`config.mk`:
```
export PLATFORM = sky130hd
export DESIGN_NAME = stopwatch_ctrl
export DESIGN_NICKNAME = d
export VERILOG_FILES = /design/src/rtl/stopwatch_pkg.sv /design/src/rtl/btn_conditioner.sv /design/src/rtl/stopwatch_ctrl.sv
export SDC_FILE = /design/constraint.sdc
export NUM_CORES = 1
export LEC_CHECK = 0
export BUFFER_PORTS_ARGS = -buffer_cell sky130_fd_sc_hd__buf_2
export CAP_MARGIN = 0
export CORE_MARGIN = 4
export CORE_UTILIZATION = 45
export DETAILED_ROUTE_END_ITERATION = 16
export SLEW_MARGIN = 30
export SYNTH_ARGS = -nofsm -noshare
export SYNTH_HDL_FRONTEND = slang
export SYNTH_SLANG_ARGS = --single-unit
```
`constraint.sdc`:
```
create_clock -name clk -period 2.3 [get_ports clk]
set_input_delay 0.46 -clock clk [delete_from_list [all_inputs] [get_ports clk]]
set_output_delay 0.46 -clock clk [all_outputs]
set_load 0.02 [all_outputs]
```
`src/rtl/stopwatch_pkg.sv`:
```
// Shared types and constants for the stopwatch control stage.
// The button debounce filter is enabled with the STOPWATCH_DEBOUNCE_EN macro.
package stopwatch_pkg;

    typedef enum logic [1:0] {
        IDLE  = 2'd0,
        RUN   = 2'd1,
        PAUSE = 2'd2,
        DONE  = 2'd3
    } sw_state_e;

    localparam int DEF_TICK_DIV        = 100000;
    localparam int DEF_DEBOUNCE_CYCLES = 1000;

    // Raw button rise to state change, without debounce: two sync flops plus edge detect.
    localparam int EDGE_LATENCY = 3;

endpackage

```
`src/rtl/btn_conditioner.sv`:
```
// Button front end: 2-flop synchronizer, optional debounce (STOPWATCH_DEBOUNCE_EN),
// and a rising-edge detector producing a one-cycle event pulse.
module btn_conditioner
    import stopwatch_pkg::*;
#(
    parameter int DEBOUNCE_CYCLES = DEF_DEBOUNCE_CYCLES
) (
    input  logic clk,
    input  logic rst_n,
    input  logic raw,
    output logic ev
);

    logic [1:0] sync_q;
    logic       level;
    logic       level_prev;

    always_ff @(posedge clk or negedge rst_n) begin
        if (!rst_n) begin
            sync_q <= 2'b00;
        end else begin
            sync_q <= {sync_q[0], raw};
        end
    end

`ifdef STOPWATCH_DEBOUNCE_EN
    localparam int CW = $clog2(DEBOUNCE_CYCLES + 1);
    localparam logic [CW-1:0] CNT_LAST = CW'(DEBOUNCE_CYCLES - 1);

    logic [CW-1:0] cnt;
    logic          accepted;

    // Accepted level flips only after DEBOUNCE_CYCLES consecutive disagreeing samples.
    always_ff @(posedge clk or negedge rst_n) begin
        if (!rst_n) begin
            cnt      <= '0;
            accepted <= 1'b0;
        end else if (sync_q[1] == accepted) begin
            cnt <= '0;
        end else if (cnt == CNT_LAST) begin
            cnt      <= '0;
            accepted <= sync_q[1];
        end else begin
            cnt <= cnt + 1'b1;
        end
    end

    assign level = accepted;
`else
    assign level = sync_q[1];
`endif

    always_ff @(posedge clk or negedge rst_n) begin
        if (!rst_n) begin
            level_prev <= 1'b0;
        end else begin
            level_prev <= level;
        end
    end

    assign ev = level & ~level_prev;

endmodule

```
`src/rtl/stopwatch_ctrl.sv`:
```
// Run/pause controller and tick prescaler feeding the stopwatch digit chain.
// Optional button debounce is selected with STOPWATCH_DEBOUNCE_EN.
module stopwatch_ctrl
    import stopwatch_pkg::*;
#(
    parameter int TICK_DIV        = DEF_TICK_DIV,
    parameter int DEBOUNCE_CYCLES = DEF_DEBOUNCE_CYCLES,
    parameter int STOP_AT_FULL    = 1
) (
    input  logic clk,
    input  logic rst_n,
    input  logic btn_start_stop,
    input  logic btn_reset,
    input  logic chain_at_max,
    output logic inc,
    output logic clear,
    output logic running,
    output logic done
);

    localparam int PW = $clog2(TICK_DIV);
    localparam logic [PW-1:0] PRESC_LAST = PW'(TICK_DIV - 1);

    logic ss_ev;
    logic rst_ev;

    sw_state_e      state_q, state_d;
    logic [PW-1:0]  presc_q, presc_d;
    logic           inc_q, inc_d;
    logic           clear_q, clear_d;
    logic           init_q;

    btn_conditioner #(.DEBOUNCE_CYCLES(DEBOUNCE_CYCLES)) u_cond_ss (
        .clk   (clk),
        .rst_n (rst_n),
        .raw   (btn_start_stop),
        .ev    (ss_ev)
    );

    btn_conditioner #(.DEBOUNCE_CYCLES(DEBOUNCE_CYCLES)) u_cond_rst (
        .clk   (clk),
        .rst_n (rst_n),
        .raw   (btn_reset),
        .ev    (rst_ev)
    );

    // init_q forces one clear after reset: the digit counters have no reset of their own.
    always_ff @(posedge clk or negedge rst_n) begin
        if (!rst_n) begin
            state_q <= IDLE;
            presc_q <= '0;
            inc_q   <= 1'b0;
            clear_q <= 1'b0;
            init_q  <= 1'b1;
        end else begin
            state_q <= state_d;
            presc_q <= presc_d;
            inc_q   <= inc_d;
            clear_q <= clear_d;
            init_q  <= 1'b0;
        end
    end

    always_comb begin
        state_d = state_q;
        presc_d = presc_q;
        inc_d   = 1'b0;
        clear_d = init_q;

        case (state_q)
            IDLE: begin
                if (rst_ev) begin
                    clear_d = 1'b1;
                end else if (ss_ev) begin
                    state_d = RUN;
                    presc_d = '0;
                end
            end
            RUN: begin
                if (rst_ev) begin
                    state_d = IDLE;
                    clear_d = 1'b1;
                    presc_d = '0;
                end else if (ss_ev) begin
                    state_d = PAUSE;
                end else if (presc_q == PRESC_LAST) begin
                    presc_d = '0;
                    // A tick with the chain already at all-9s saturates instead of wrapping.
                    if ((STOP_AT_FULL != 0) && chain_at_max) begin
                        state_d = DONE;
                    end else begin
                        inc_d = 1'b1;
                    end
                end else begin
                    presc_d = presc_q + 1'b1;
                end
            end
            PAUSE: begin
                if (rst_ev) begin
                    state_d = IDLE;
                    clear_d = 1'b1;
                    presc_d = '0;
                end else if (ss_ev) begin
                    state_d = RUN;
                end
            end
            DONE: begin
                if (rst_ev) begin
                    state_d = IDLE;
                    clear_d = 1'b1;
                    presc_d = '0;
                end
            end
            default: begin
                state_d = IDLE;
                presc_d = '0;
            end
        endcase

        if (clear_d) begin
            inc_d = 1'b0;
        end
    end

    assign inc     = inc_q;
    assign clear   = clear_q;
    assign running = (state_q == RUN);
    assign done    = (state_q == DONE);

endmodule

```
## After elaboration in Yosys (flattened, before gate mapping)

Index checks and enable logic that the tools add are counted.
Widths: inputs -> output; s select.

- Bits in registers: 28
- Bits of input ports: 5
- Logic and storage cells: 54

- Reduce and logical (&&, ||, !) cells: 5
- Equality and inequality tests: 11
- Bitwise operators: 4
- Multiplexer cells: 24
- $add $sub $neg: 1

Operator list:

| operator | number |
|---|---|
| $mux 17 | 6 |
| $pmux 17 s3 | 1 |
| $add 17x1->17 const B | 1 |
| $eq 17x17->1 const B | 1 |
| $mux 2 | 8 |
| $mux 1 | 8 |
| $pmux 2 s4 | 1 |
| $reduce_and 4->1 | 2 |
| $eq 2x2->1 const B | 2 |
| $ne 2x1->1 const B | 2 |
| $ne 2x2->1 const B | 2 |
| $ne 4x1->1 const B | 1 |
| $ne 4x2->1 const B | 1 |
| $reduce_or 4->1 | 1 |
| $ne 3x2->1 const B | 1 |
| $and 1x1->1 | 2 |
| $eq 2x1->1 const B | 1 |
| $logic_not 2->1 | 1 |
| $not 1->1 | 2 |
| $reduce_or 2->1 | 1 |

## Logic depth before layout (Yosys ltp)

Gate-level depths: netlist (run 1).

- Depth in word-level cells: 6
- Depth in mapped cells: 7
- Mapped depth without buffers: 5

## By module

A second synthesis (run 1) with hierarchy kept.

- Cell total of the unflattened synthesis: 138
- Area total of the unflattened synthesis: 1391.3 sq um

By module, submodules not included:

| module | cells an instance | area each (sq um) | instances |
|---|---|---|---|
| stopwatch_ctrl | 130 | 1213.7 | 1 |
| btn_conditioner | 4 | 88.8 | 2 |

## Worst setup path after synthesis (run 1)

OpenSTA, ideal clock, no wires.

- Path kind: reg-to-reg
- From: register presc_q[0]
- To: register presc_q[16]
- Library setup time: 69 ps
- Data required time: 2231 ps
- Path buffers: 0
- Slack: 359 ps
- Stages on the path, launching flop included: 6
- Arrival time: 1871 ps
- Cell sequence: dfrtp_1 > ha_1 > nand4_2 > or4_1 > or4b_1 > nand3_1

- Cells in the longest elaborated chain, start to end: 5
- Elaborated cells on any way between the ends: 6

Ends and longest elaborated chain:

| element | RTL line | RTL |
|---|---|---|
| start: declaration | stopwatch_ctrl.sv:28 | `logic [PW-1:0] presc_q, presc_d;` |
| start signal: assignment | stopwatch_ctrl.sv:57 | `presc_q <= presc_d;` |
| $add 17x1->17 / $eq 17x17->1 (equally long branches) | stopwatch_ctrl.sv:95, stopwatch_ctrl.sv:86 |  |
| $mux 17 * | stopwatch_ctrl.sv:86 | `end else if (presc_q == PRESC_LAST) begin` |
| $mux 17 * | stopwatch_ctrl.sv:84 | `end else if (ss_ev) begin` |
| $mux 17 * | stopwatch_ctrl.sv:80 | `if (rst_ev) begin` |
| $pmux 17 s3 * | stopwatch_ctrl.sv:70 | `case (state_q)` |

Mark *: on every way between the ends. The rest lies on a longest branch, timed or not. The select of a mux whose other input is x is not followed.
A chain may end at the register's enable or synchronous reset.

## Worst setup path after layout (run 1)

Same ends and word-level chain as after synthesis.

==> results of run 1 <==
[state kept, by name (all words and copies together) (netlist names)]
name,flops
clear,1
u_cond_ss.level_prev,1
init_q,1
u_cond_rst.level_prev,1
inc,1
presc_q,17
state_q,2
u_cond_rst.sync_q,2
u_cond_ss.sync_q,2
[cell type report]
type                       instances  area (um^2)
timing repair buffer              17          108
clock inverter                     1         30.0
multi-input combinational        106          678
inverter                           4         15.0
tap                               44         55.1
fill                             306         1440
clock buffer                       3         22.5
sequential                        28          702
[report_power, final]
group | leakage [nW] | internal, mW | switching, mW | total (mW)
logic | 0.265 | 0.0620 | 0.103 | 0.165
registers | 0.367 | 0.525 | 0.0368 | 0.562
clock network | 0.0279 | 0.176 | 0.145 | 0.321
total | 0.660 | 0.764 | 0.285 | 1.05
[worst min-delay path by stage]
stage	to	slack, ps	start	cells after the start
6_report	presc_q[11]	120	rst_n	1
2_1_floorplan	clear	160	rst_n	0
3_5_place_dp	u_cond_ss.sync_q[1]	340	u_cond_ss.sync_q[0]	0
3_3_place_gp	u_cond_rst.sync_q[1]	340	u_cond_rst.sync_q[0]	0
4_1_cts	presc_q[11]	130	rst_n	1
5_1_grt	presc_q[11]	160	rst_n	1
[synth_stat cells (3+ instances only)]
master / number / area, um^2
nor4_1: 5 / 31.3
dfrtp_1: 27 / 676
or4_1: 5 / 37.5
a31oi_1: 23 / 144
nand2b_1: 3 / 18.8
nand2_1: 7 / 26.3
inv_1: 4 / 15.0
clkbuf_1: 6 / 22.5
o21ai_0: 5 / 25.0
nand4_1: 7 / 43.8
nor2_1: 5 / 18.8
nand3_1: 10 / 50.1
o211ai_1: 3 / 22.5
[kinds of logic (layout without fill, tap and decap cells)]
group / after synthesis / after routing / synth area share (%)
compound gates: 40 / 40 / 18.1
fa+ha+maj: 1 / 1 / 0.872
buf+inv: 13 / 25 / 3.75
flops: 28 / 28 / 49.0
other cells: 1 / 1 / 0.262
simple gates: 64 / 64 / 28.1
[worst reg2reg max path, stage by stage, from the launching register on]
cell     delay (ps)
dfrtp_1         420
ha_1            250
nand4_2         210
or4_1           600
or4b_1          530
nand3_1         100
[metal layers]
layer	track usage, %	wire [um]	up-vias
li1	-	-	606
met1	23.8	1530	637
met2	28.7	1650	34
met3	2.60	115	4
met4	4.75	27	0
met5	0	0	-
==> results by group, run 1 <==
Outcome
  – Outcome: finished, final reports clean

GRT
  – Initial antenna violation count: 0
  – Vias in the first global route: 1247
  – GR Overflow Total: 0
  – Largest net degree at the start of global routing: 29
  – GR Util All Layers: 17.4%
  – First-pass GRT wire length: 5.71 mm

Synthesis
  – Synth async-reset ratio: 100%
  – Flops & latches, synth: 28
  – Cell Area, Synth: 1430 um^2
  – Post-synth cell types: 40
  – Seq/Total Area, Yosys: 49.0%
  – Post-Syn Nets: 153
  – Avg Inst Size Synth: 9.75 um^2
  – Top FF cell, synth: dfrtp_1
  – Yosys warns: 0
  – Number of flops mapped to enable cells by yosys: 0
  – Mapped Cells: 147

Floorplanning
  – Die width: 64.5 um
  – Die area: 4150 um^2
  – Core ar.: 3050 um^2
  – Num ports: 9
  – FP Rows: 20
  – Starting density of the core: 47.0%
  – Die Y: 64.5 um

Power and ir drop
  – Pwr Density: 651 nW/um^2
  – Leak: 0.660 nW
  – Pwr Total: 1.05 mW
  – Worst vdd ir: 334 uV

Setup path
  – Kind of cell adding the most delay to the critical path: simple AND/OR/NAND/NOR gates
  – Max incr delay on CP: 600 ps
  – CP Capture Type: register
  – Critical Path RT: 2570 ps
  – CP Buf/Inv Count: 0
  – Setup crit end: presc_q[16]
  – CP Launch Type: register
  – R2R depth: 5
  – CP Class: register to register
  – Cell count along the critical path: 5
  – Worst r2r src: presc_q[0]
  – CP max-delay cell: or4_1
  – CP startpoint: presc_q[0]
  – R2R Path End: presc_q[16]
  – Crit path max fanout: 6
  – Reg2reg setup slack: 150 ps
  – Arr. time, crit path: 2420 ps
  – CP cell instances: ha_1 > nand4_2 > or4_1 > or4b_1 > nand3_1

Timing
  – Max frequency: 465 MHz
  – Slew @ Worst Pin: 957 ps
  – Minimum clock period: 2150 ps
  – Rel. slew slack: 35.9%
  – RSZ-0062 raised after global routing: false
  – Max Slew Vio Count: 0
  – Clock Skew: 4.92 ps
  – Final Hold Violating Endpoints: 0
  – Final period util: 93.5%
  – Final setup TNS: 0 ps
  – PnR worst setup slack: 149 ps
  – Hold Slack: 122 ps
  – Setup-failing EPs final: 0

Clock tree
  – Reg clk slew, reported paths: 150 ps
  – Sinks on Clock Net: 28
  – Clock Path Buffers: 2
  – Hold buffer count at CTS: 0
  – Setup bufs post-CTS: 0
  – CTS-repair resized insts: 0
  – H-tree depth: 1
  – Worst-Skew Late Latency: 330 ps
  – Num CTS Buffers: 3
  – CTS tree: yes
  – Root buf cell: clkbuf_4

Hold path
  – Hold Crit Class: primary input to async pin

Detailed routing
  – Vias: 1281
  – Pre-antenna DRT Iters: 4
  – DR vias/cell: 6.31
  – Starting DRT DRC Count: 78
  – Drt drc: 0
  – DR WL/cell: 16.4 um
  – Routed wire length: 3.32 mm
  – Antenna Violating Nets Remaining: 0

Place
  – Port Buffers: 8
  – Cell Area, Placed: 1560 um^2
  – HPWL after DPL: 2.38 mm
  – # placed instances: 199
  – Pre-CTS WS: 202 ps
  – Placer congestion estimate: 0.839

Cells and area
  – Share of layout cells above drive strength 1: 18.2%
  – Post-layout util: 52.7%
  – Antenna cells: 0
  – Fin cells: 203
  – Final std cell area, no fill: 1610 um^2
  – Commonest non-fill, non-tap cell in the layout: dfrtp_1
  – Most frequent cells in the layout: 27 x dfrtp_1, 23 x a31oi_1, 10 x nand3_1
  – Synth-to-Final Area Change: 12.3%
  – Final nets: 166

Flow run
  – Maxcap violations: 0
(Power assumes the default switching activity.)
==> run 2, diff against run 1 <==
--- a/config.mk
+++ b/config.mk
@@ -5,6 +5,7 @@
 export SDC_FILE = /design/constraint.sdc
 export NUM_CORES = 1
 export LEC_CHECK = 0
+export ABC_AREA = 1
 export BUFFER_PORTS_ARGS = -buffer_cell sky130_fd_sc_hd__buf_2
 export CAP_MARGIN = 0
 export CORE_MARGIN = 4
==> run 2 against run 1 <==
Critical endpoint is now presc_q[4]; global-route usage increased by 0.74 points; worst setup slack improved by 360 ps; clock power increased by 4%; total power increased by 28%; routed wire length increased by 3.3%; flip-flop and latch count unchanged; core utilization decreased by 2.1 points; die area increased by 7.7%; synthesized area increased by 8.8%; first-iteration DRC count increased by 22%.
==> results by group, run 2 <==
Outcome
  – Outcome: finished, final reports clean (unchanged)

Clock tree
  – Num CTS Buffers: 3 (unchanged)
  – Clock Path Buffers: 2 (unchanged)
  – Reg clk slew, reported paths: 160 ps (was 150 ps)
  – CTS tree: yes (unchanged)
  – Setup bufs post-CTS: 0 (unchanged)
  – Worst-Skew Late Latency: 340 ps (was 330 ps)
  – Root buf cell: clkbuf_4 (unchanged)
  – CTS-repair resized insts: 0 (unchanged)
  – Hold buffer count at CTS: 0 (unchanged)
  – Sinks on Clock Net: 28 (unchanged)
  – H-tree depth: 1 (unchanged)

Setup path
  – CP max-delay cell: dfrtp_1 (was or4_1)
  – Crit path max fanout: 21 (was 6)
  – Arr. time, crit path: 2070 ps (was 2420 ps)
  – Max incr delay on CP: 490 ps (was 600 ps)
  – CP Launch Type: register (unchanged)
  – Critical Path RT: 2580 ps (was 2570 ps)
  – CP Class: register to register (unchanged)
  – Reg2reg setup slack: 510 ps (was 150 ps)
  – Crit path top cell by count: nor2_1
  – Setup crit end: presc_q[4] (was presc_q[16])
  – R2R Path End: presc_q[4] (was presc_q[16])
  – CP startpoint: state_q[1] (was presc_q[0])
  – CP cell instances: nor2_2 > nand3_1 > nand2_2 > inv_1 > nor2_1 > nor2_1 > nor2_1 (was ha_1 > nand4_2 > or4_1 > or4b_1 > nand3_1)
  – Worst r2r src: state_q[1] (was presc_q[0])
  – CP Capture Type: register (unchanged)
  – R2R depth: 7 (was 5)

Flow run
  – Maxcap violations: 0 (unchanged)

Floorplanning
  – Die width: 66.9 um (was 64.5 um)
  – FP Rows: 21 (was 20)
  – Starting density of the core: 46.8% (was 47.0%)
  – Die area: 4470 um^2 (was 4150 um^2)
  – Num ports: 9 (unchanged)
  – Die Y: 66.9 um (was 64.5 um)
  – Core ar.: 3340 um^2 (was 3050 um^2)

GRT
  – GR Util All Layers: 18.1% (was 17.4%)
  – First-pass GRT wire length: 6.21 mm (was 5.71 mm)
  – Initial antenna violation count: 0 (unchanged)
  – Largest net degree at the start of global routing: 29 (unchanged)
  – Vias in the first global route: 1355 (was 1247)
  – GR Overflow Total: 0 (unchanged)

Timing
  – Max Slew Vio Count: 0 (unchanged)
  – Minimum clock period: 1790 ps (was 2150 ps)
  – Clock Skew: 3.68 ps (was 4.92 ps)
  – RSZ-0062 raised after global routing: false (unchanged)
  – Final period util: 77.7% (was 93.5%)
  – Rel. slew slack: 58.3% (was 35.9%)
  – Final Hold Violating Endpoints: 0 (unchanged)
  – Max frequency: 560 MHz (was 465 MHz)
  – Slew @ Worst Pin: 626 ps (was 957 ps)
  – Hold Slack: 106 ps (was 122 ps)
  – Final setup TNS: 0 ps (unchanged)
  – Setup-failing EPs final: 0 (unchanged)

Detailed routing
  – Antenna Violating Nets Remaining: 0 (unchanged)
  – DR WL/cell: 12.9 um (was 16.4 um)
  – Drt drc: 0 (unchanged)
  – Pre-antenna DRT Iters: 4 (unchanged)
  – Routed wire length: 3.43 mm (was 3.32 mm)
  – Vias: 1397 (was 1281)
  – Starting DRT DRC Count: 95 (was 78)
  – DR vias/cell: 5.25 (was 6.31)

Cells and area
  – Largest register by flop count: presc_q (unchanged)
  – Antenna cells: 0 (unchanged)
  – Max reg flops: 17 (unchanged)
  – Final std cell area, no fill: 1690 um^2 (was 1610 um^2)
  – Synth-to-Final Area Change: 8.42% (was 12.3%)
  – Most frequent cells in the layout: 57 x nand2_1, 28 x nor2_1, 27 x dfrtp_1 (was 27 x dfrtp_1, 23 x a31oi_1, 10 x nand3_1)
  – Final nets: 227 (was 166)
  – Commonest non-fill, non-tap cell in the layout: nand2_1 (was dfrtp_1)
  – Share of layout cells above drive strength 1: 13.6% (was 18.2%)

Synthesis
  – Yosys top cell by area: dfrtp_1 (unchanged)
  – Avg Inst Size Synth: 7.43 um^2 (was 9.75 um^2)
  – Seq/Total Area, Yosys: 45.0% (was 49.0%)
  – Cell Area, Synth: 1560 um^2 (was 1430 um^2)
  – Post-synth top cells: 57 x nand2_1, 28 x nor2_1, 27 x dfrtp_1 (was 27 x dfrtp_1, 23 x a31oi_1, 10 x nand3_1)
  – Flops & latches, synth: 28 (unchanged)
  – Top FF cell, synth: dfrtp_1 (unchanged)
  – Share of the synthesized area in the top cell type: 43.3% (was 47.1%)
  – Synth async-reset ratio: 100% (unchanged)
  – Top cells by area, synth: dfrtp_1 43%, nand2_1 14%, nand3_1 7.4%, nor2_1 6.7%, inv_1 5.1% (was dfrtp_1 47%, a31oi_1 10%, nand3_1 3.5%, nand4_1 3.1%, or4_1 2.6%)
  – Post-Syn Nets: 216 (was 153)
  – Mapped Cells: 210 (was 147)
  – Post-synth cell types: 25 (was 40)
  – Yosys warns: 0 (unchanged)
  – Number of flops mapped to enable cells by yosys: 0 (unchanged)
  – Most frequent cell after synthesis: nand2_1 (was dfrtp_1)

Hold path
  – Hold Crit Class: primary input to async pin (unchanged)

Place
  – Placer congestion estimate: 0.940 (was 0.839)
  – HPWL after DPL: 2.63 mm (was 2.38 mm)
  – Port Buffers: 8 (unchanged)
  – Cell Area, Placed: 1640 um^2 (was 1560 um^2)

Power and ir drop
  – Worst vdd ir: 486 uV (was 334 uV)
  – Pwr Density: 795 nW/um^2 (was 651 nW/um^2)
  – Leak: 0.778 nW (was 0.660 nW)
==> run 2: changes by cell type after synthesis, sizes merged, moves of 3 or more <==
cell    previous run  this run
o211ai             3         0
inv                4        25
a21oi              2         5
nand2b             3         0
nor4               5         0
nand2              7        61
nor2               5        32
o21ai              5        11
a31oi             23         0
nand3             10        26
and3               3         0
clkbuf             6         0
or4                5         0
nor3               3         7
==> run 2: per-stage QoR <==
stage | instances | power, mW | util (%) | setup WS (ps)
6_report | 266 | 1.35 | 50.7 | 513
5_1_grt | 266 | 1.44 | 50.7 | 369
4_1_cts | 266 | 1.35 | 50.7 | 515
3_5_place_dp | 262 | 1.02 | 49.1 | 561
3_3_place_gp | 262 | 1.01 | 49.1 | 657
2_1_floorplan | 210 | 0.945 | - | 946
==> run 2: cell families after synthesis <==
group / after synthesis / share of synthesized area [%]
and+or+nand+nor: 134 / 40.1
adders and majority gates: 1 / 0.802
DFF: 28 / 45.0
xor gates and xnor gates: 2 / 1.12
AOI/OAI and AO/OA: 17 / 5.53
other: 1 / 0.240
buffers and inverters: 27 / 7.22
==> run 2: worst min-delay path by stage <==
| stage | startpoint | endpoint | depth (start not counted) |
|---|---|---|---|
| finish | rst_n | presc_q[10] | 1 |
| global route | rst_n | state_q[0] | 1 |
| CTS | rst_n | state_q[0] | 1 |
| detailed placement | u_cond_ss.sync_q[0] | u_cond_ss.sync_q[1] | 0 |
| global placement | u_cond_ss.sync_q[0] | u_cond_ss.sync_q[1] | 0 |
| floorplan | rst_n | clear | 0 |
==> run 2: final cells by class <==
class / count / area [um^2]
Clock buffer: 3 / 22.5
Clock inverter: 1 / 30.0
Multi-Input combinational cell: 155 / 746
Inverter: 25 / 93.8
Tap cell: 46 / 57.6
Sequential cell: 28 / 702
Fill cell: 333 / 1650
Timing Repair Buffer: 8 / 40.0
==> run 2: power by group <==
part / internal [mW] / leakage [nW] / switching [mW] / total [mW]
Clock: 0.177 / 0.0279 / 0.157 / 0.334
Sequential: 0.530 / 0.368 / 0.0402 / 0.570
Combinational: 0.110 / 0.382 / 0.332 / 0.442
Total: 0.816 / 0.778 / 0.529 / 1.35
==> run 2: per-layer routing <==
layer  vias to the layer above  part of all wire [%]  track usage, %  wire length [um]
li1                        696                     -               -                 -
met1                       641                    46            25.3              1570
met5                         -                     0               0                 0
met4                         0                   2.5            7.34                87
met2                        48                    45            27.5              1530
met3                        12                   6.9            3.20               236
==> run 2: critical path: cells and delay by family (launching register included) <==
kind	cells	cell delay (ps)
DFF	1	490
and+or+nand+nor	6	980
buffers and inverters	1	240
